===== config.mk =====
export PLATFORM = sky130hd
export DESIGN_NAME = serial_onehot_rx
export DESIGN_NICKNAME = d
export VERILOG_FILES = /design/src/rtl/serial_onehot_rx.sv
export SDC_FILE = /design/constraint.sdc
export NUM_CORES = 1
export LEC_CHECK = 0
export BUFFER_PORTS_ARGS = -buffer_cell sky130_fd_sc_hd__buf_4
export CAP_MARGIN = 0
export CELL_PAD_IN_SITES_DETAIL_PLACEMENT = 0
export CELL_PAD_IN_SITES_GLOBAL_PLACEMENT = 1
export CORE_ASPECT_RATIO = 1.2
export CORE_MARGIN = 2
export CORE_UTILIZATION = 47
export CTS_BUF_LIST = sky130_fd_sc_hd__clkbuf_4
export CTS_CLUSTER_SIZE = 40
export DETAILED_ROUTE_END_ITERATION = 12
export PLACE_DENSITY = 0.95
export SYNTH_ARGS = -nofsm -noshare
export SYNTH_HDL_FRONTEND = slang
export SYNTH_SLANG_ARGS = --single-unit

===== constraint.sdc =====
create_clock -name clk -period 3.1 [get_ports clk]
set_input_delay 0.155 -clock clk [delete_from_list [all_inputs] [get_ports clk]]
set_output_delay 0.155 -clock clk [all_outputs]
set_load 0.01 [all_outputs]

===== src/rtl/serial_onehot_rx.sv =====
// Oversampled scl/sda frame receiver: accepted DATA_W-bit words drive a one-hot OUT_W-line output.
// Build option: define SERIAL_ONEHOT_RX_PARITY_EN to require an even-parity bit after the payload.
module serial_onehot_rx #(
    parameter int DATA_W      = 4,
    parameter int SYNC_STAGES = 2,
    localparam int OUT_W      = 1 << DATA_W
) (
    input  logic              clk,
    input  logic              rst,
    input  logic              scl,
    input  logic              sda,
    output logic [OUT_W-1:0]  outhigh,
    output logic [DATA_W-1:0] data_out,
    output logic              valid,
    output logic              frame_err,
    output logic              busy
);

`ifdef SERIAL_ONEHOT_RX_PARITY_EN
    localparam int FRAME_LEN = DATA_W + 1;
`else
    localparam int FRAME_LEN = DATA_W;
`endif
    localparam int CNT_W = $clog2(FRAME_LEN + 2);

    typedef enum logic [0:0] {
        IDLE = 1'b0,
        RECV = 1'b1
    } state_t;

    logic [SYNC_STAGES-1:0] scl_sync_q, scl_sync_d;
    logic [SYNC_STAGES-1:0] sda_sync_q, sda_sync_d;
    logic                   scl_prev_q, scl_prev_d;
    logic                   sda_prev_q, sda_prev_d;

    state_t                 state_q, state_d;
    logic [FRAME_LEN-1:0]   shift_q, shift_d;
    logic [CNT_W-1:0]       count_q, count_d;
    logic                   pend_q, pend_d;
    logic                   pend_bit_q, pend_bit_d;
    logic [OUT_W-1:0]       outhigh_q, outhigh_d;
    logic [DATA_W-1:0]      data_q, data_d;
    logic                   valid_q, valid_d;
    logic                   ferr_q, ferr_d;
    logic                   busy_q, busy_d;

    logic                   scl_s, sda_s;
    logic                   start_evt, stop_evt, scl_rise, scl_fall;
    logic [DATA_W-1:0]      payload;
    logic                   check_ok;

    assign scl_s = scl_sync_q[SYNC_STAGES-1];
    assign sda_s = sda_sync_q[SYNC_STAGES-1];

    assign start_evt = scl_prev_q & scl_s & sda_prev_q & ~sda_s;
    assign stop_evt  = scl_prev_q & scl_s & ~sda_prev_q & sda_s;
    assign scl_rise  = ~scl_prev_q & scl_s;
    assign scl_fall  = scl_prev_q & ~scl_s;

`ifdef SERIAL_ONEHOT_RX_PARITY_EN
    assign payload  = shift_q[FRAME_LEN-1:1];
    assign check_ok = ~^shift_q;
`else
    assign payload  = shift_q;
    assign check_ok = 1'b1;
`endif

    always_comb begin
        scl_sync_d = {scl_sync_q[SYNC_STAGES-2:0], scl};
        sda_sync_d = {sda_sync_q[SYNC_STAGES-2:0], sda};
        scl_prev_d = scl_s;
        sda_prev_d = sda_s;
    end

    // A bit sampled on scl rise is only committed on the following scl fall, so the
    // clock pulse that carries a stop condition never lands in the frame.
    always_comb begin
        state_d    = state_q;
        shift_d    = shift_q;
        count_d    = count_q;
        pend_d     = pend_q;
        pend_bit_d = pend_bit_q;
        outhigh_d  = outhigh_q;
        data_d     = data_q;
        valid_d    = 1'b0;
        ferr_d     = 1'b0;
        case (state_q)
            IDLE: begin
                if (start_evt) begin
                    state_d = RECV;
                    shift_d = '0;
                    count_d = '0;
                    pend_d  = 1'b0;
                end
            end
            RECV: begin
                if (start_evt) begin
                    shift_d = '0;
                    count_d = '0;
                    pend_d  = 1'b0;
                end else if (stop_evt) begin
                    state_d = IDLE;
                    pend_d  = 1'b0;
                    if (count_q == CNT_W'(FRAME_LEN) && check_ok) begin
                        data_d    = payload;
                        outhigh_d = OUT_W'(1) << payload;
                        valid_d   = 1'b1;
                    end else begin
                        ferr_d = 1'b1;
                    end
                end else if (scl_rise) begin
                    pend_d     = 1'b1;
                    pend_bit_d = sda_s;
                end else if (scl_fall && pend_q) begin
                    pend_d  = 1'b0;
                    shift_d = (shift_q << 1) | FRAME_LEN'(pend_bit_q);
                    if (count_q != CNT_W'(FRAME_LEN + 1)) begin
                        count_d = count_q + CNT_W'(1);
                    end
                end
            end
            default: state_d = IDLE;
        endcase
        busy_d = (state_d == RECV);
    end

    // Synchroniser and edge-history flops reset high so reset looks like an idle bus.
    always_ff @(posedge clk) begin
        if (rst) begin
            scl_sync_q <= '1;
            sda_sync_q <= '1;
            scl_prev_q <= 1'b1;
            sda_prev_q <= 1'b1;
            state_q    <= IDLE;
            shift_q    <= '0;
            count_q    <= '0;
            pend_q     <= 1'b0;
            pend_bit_q <= 1'b0;
            outhigh_q  <= '0;
            data_q     <= '0;
            valid_q    <= 1'b0;
            ferr_q     <= 1'b0;
            busy_q     <= 1'b0;
        end else begin
            scl_sync_q <= scl_sync_d;
            sda_sync_q <= sda_sync_d;
            scl_prev_q <= scl_prev_d;
            sda_prev_q <= sda_prev_d;
            state_q    <= state_d;
            shift_q    <= shift_d;
            count_q    <= count_d;
            pend_q     <= pend_d;
            pend_bit_q <= pend_bit_d;
            outhigh_q  <= outhigh_d;
            data_q     <= data_d;
            valid_q    <= valid_d;
            ferr_q     <= ferr_d;
            busy_q     <= busy_d;
        end
    end

    assign outhigh   = outhigh_q;
    assign data_out  = data_q;
    assign valid     = valid_q;
    assign frame_err = ferr_q;
    assign busy      = busy_q;

endmodule

==> reports/metrics.cfg <==
[synthesis]
ys_seq_area_frac = 0.456
synth_warnings = 0
synth_nets = 187
syn_avg_cell_area_sq_um = 9.27
yosysTopAreaCell = dfxtp_1
yosysTopAreaCellShare = 0.456
synthTopCellsByArea = dfxtp_1, mux2i_1, nand2b_1
syn_inst = 180
synth_seq_cells = 38
netlist_area_sq_um = 1670
synth_cell_type_count = 31

[placed_design]
gp_congestion = 0.672
placed_cells = 230
port_buffers = 26
place_hpwl_um = 2170

[route]
dr.pass1.iters = 4
drc = 0
antenna_left = 0
via_per_inst = 5.41
wirelength_um = 3240
drtIter0Drc = 46
vias = 1293
post_drt_wl_per_cell_um = 13.6

[cells_and_area]
drive_gt1_frac = 0.203
nets = 209
multi_input_area_sq_um = 823
final_common_cell = dfxtp_1
final_cell_mix = dfxtp_1, buf_4, nand2b_1
seq_area_sq_um = 761
finalNonFillerCells = 239
area_growth_pct = 15.6
nFillCells = 291
diodes = 0

[sta]
fin_skew_ps = 8.44
rsz0062_at_grt = no
min_period_over_period = 0.619
slew_viol_final = 0
fin_tns_setup_ps = 0
max_freq_mhz = 521
max_slew_margin = 0.358
setup_violations = 0
min_period_ps = 1920
tightest_slew_ps = 963
hold_viol_final = 0

[cts]
clock_tree.buffer_depth = 2
clk_pin_slew_ps = 110
cts_tree = done
insertion_delay_ps = 360
cts_setup_buffers = 0
cts_root_buf = clkbuf_4
htreeDepth = 2
clock-sinks = 38
cts_buffers = 5

[floorplan]
dieArea_sq_um = 4040
die-width_um = 58.4
initial_core_util = 0.495
io_pins = 27
core_sq_um = 3370
fp.dieH_um = 69.3
num_rows = 23

[hold_path]
hold-path-cell-count = 2
min_path_type = in2reg

[worst_setup_path]
critPathBufInv = 0
path_depth = 3
required_ps = 3370
critPathLaunchType = register
cp_max_fo = 18
crit_type = reg2reg
cpMaxStageDelayCell = or3_1
reg2reg_depth = 3
cpPeakStageDelay_ps = 750
crit_arrival_ps = 2190
endpoint_kind = register
critPathTopFamily = simple AND/OR/NAND/NOR gates
cp_cell_sequence = nand3b_1 -> or3_1 -> mux2i_1

[global_routing]
grt_pass1_wl_um = 5360
grt_max_degree = 47
grt_remaining_overflow = 0
grt_antenna_before_repair = 0
grt_pass1_vias = 1179
grt_usage = 0.174

[flow_run]
maxCapViolations = 0

[pwr]
vdd_drop_max_uv = 368
power-per-cell-area_nw_per_um2 = 441
total_power_mw = 0.851
p_leak_nw = 0.853

[outcome]
status = finished, final reports clean

[layout make-up]
class / instances / share of cell area
timing repair buffer: 28 / 0.112
clock buffer: 5 / 0.0195
multi-input combinational: 126 / 0.427
clock inverter: 2 / 0.0175
tap: 37 / 0.0240
inverter: 3 / 0.00584
sequential: 38 / 0.395
[synth_stat cells]
master     instances
dfxtp_1           38
nand2b_1          25
mux2i_1           21
nand2_1           21
a21oi_1           10
nand3_1           10
clkbuf_1           8
or2_2              8
ha_1               3
inv_1              3
nor3_1             3
nor3b_1            3
buf_4              2
buf_6              2
nand3b_1           2
nand4b_1           2
nor2_1             2
nor2b_1            2
o211ai_1           2
o21ai_0            2
a2111oi_0          1
a21boi_0           1
a311oi_1           1
a31oi_1            1
and3_1             1
and3b_1            1
and4b_1            1
buf_2              1
nand2_2            1
nand4_1            1
or3_1              1
[per-layer routing]
layer,GRT usage,up-vias,routed length [um]
li1,-,650,-
met4,0.0698,0,60
met1,0.198,610,1380
met3,0.0616,5,133
met2,0.288,28,1670
met5,0,-,0
[registers in the layout (all words and copies together) (netlist names), 2 cells and up]
signal and count:
outhigh 16, count_q 3, payload 4, scl_sync_q 2, sda_sync_q 2, data_out 4
[metrics by stage]
stage          setup slack [ps]  hold slack, ps  cell area [sq um]  utilization
2_1_floorplan              1600             259               1670            -
3_3_place_gp               1260             340               1840        0.546
3_5_place_dp               1180             343               1840        0.546
4_1_cts                    1170             188               1930        0.573
5_1_grt                    1020             200               1930        0.573
6_report                   1180             182               1930        0.573
[path summary, 6_finish.rpt]
check	start	endpoint	slack, ps
setup reg to reg	busy$_SDFF_PP0_	outhigh[7]$_SDFFE_PP0P_	1180
hold / removal	rst	pend_bit_q$_SDFFE_PP0P_	180
setup / recovery	busy$_SDFF_PP0_	outhigh[7]$_SDFFE_PP0P_	1180
hold reg to reg	scl_sync_q[0]$_SDFF_PP1_	scl_sync_q[1]$_SDFF_PP1_	420
[what timing repair did]
item	CTS	global route
endpoints found under the hold margin	2	0
resized for setup	0	0
hold buffers	2	0
[power breakdown]
group          total, mW  internal (mW)  leakage [nW]  switching, mW
clock              0.326          0.163        0.0387          0.163
sequential         0.497          0.492         0.307        0.00520
combinational     0.0278         0.0146         0.507         0.0132
[cells by family after synthesis]
kind of cell | synth area share
buffers and inverters | 0.0503
flip-flops | 0.456
adder cells (fa/ha/maj) | 0.0225
multiplexers | 0.126
AND/OR/NAND/NOR | 0.281
AO/OA/AOI/OAI | 0.0638
Note: power is estimated with default switching activity, not from simulation.
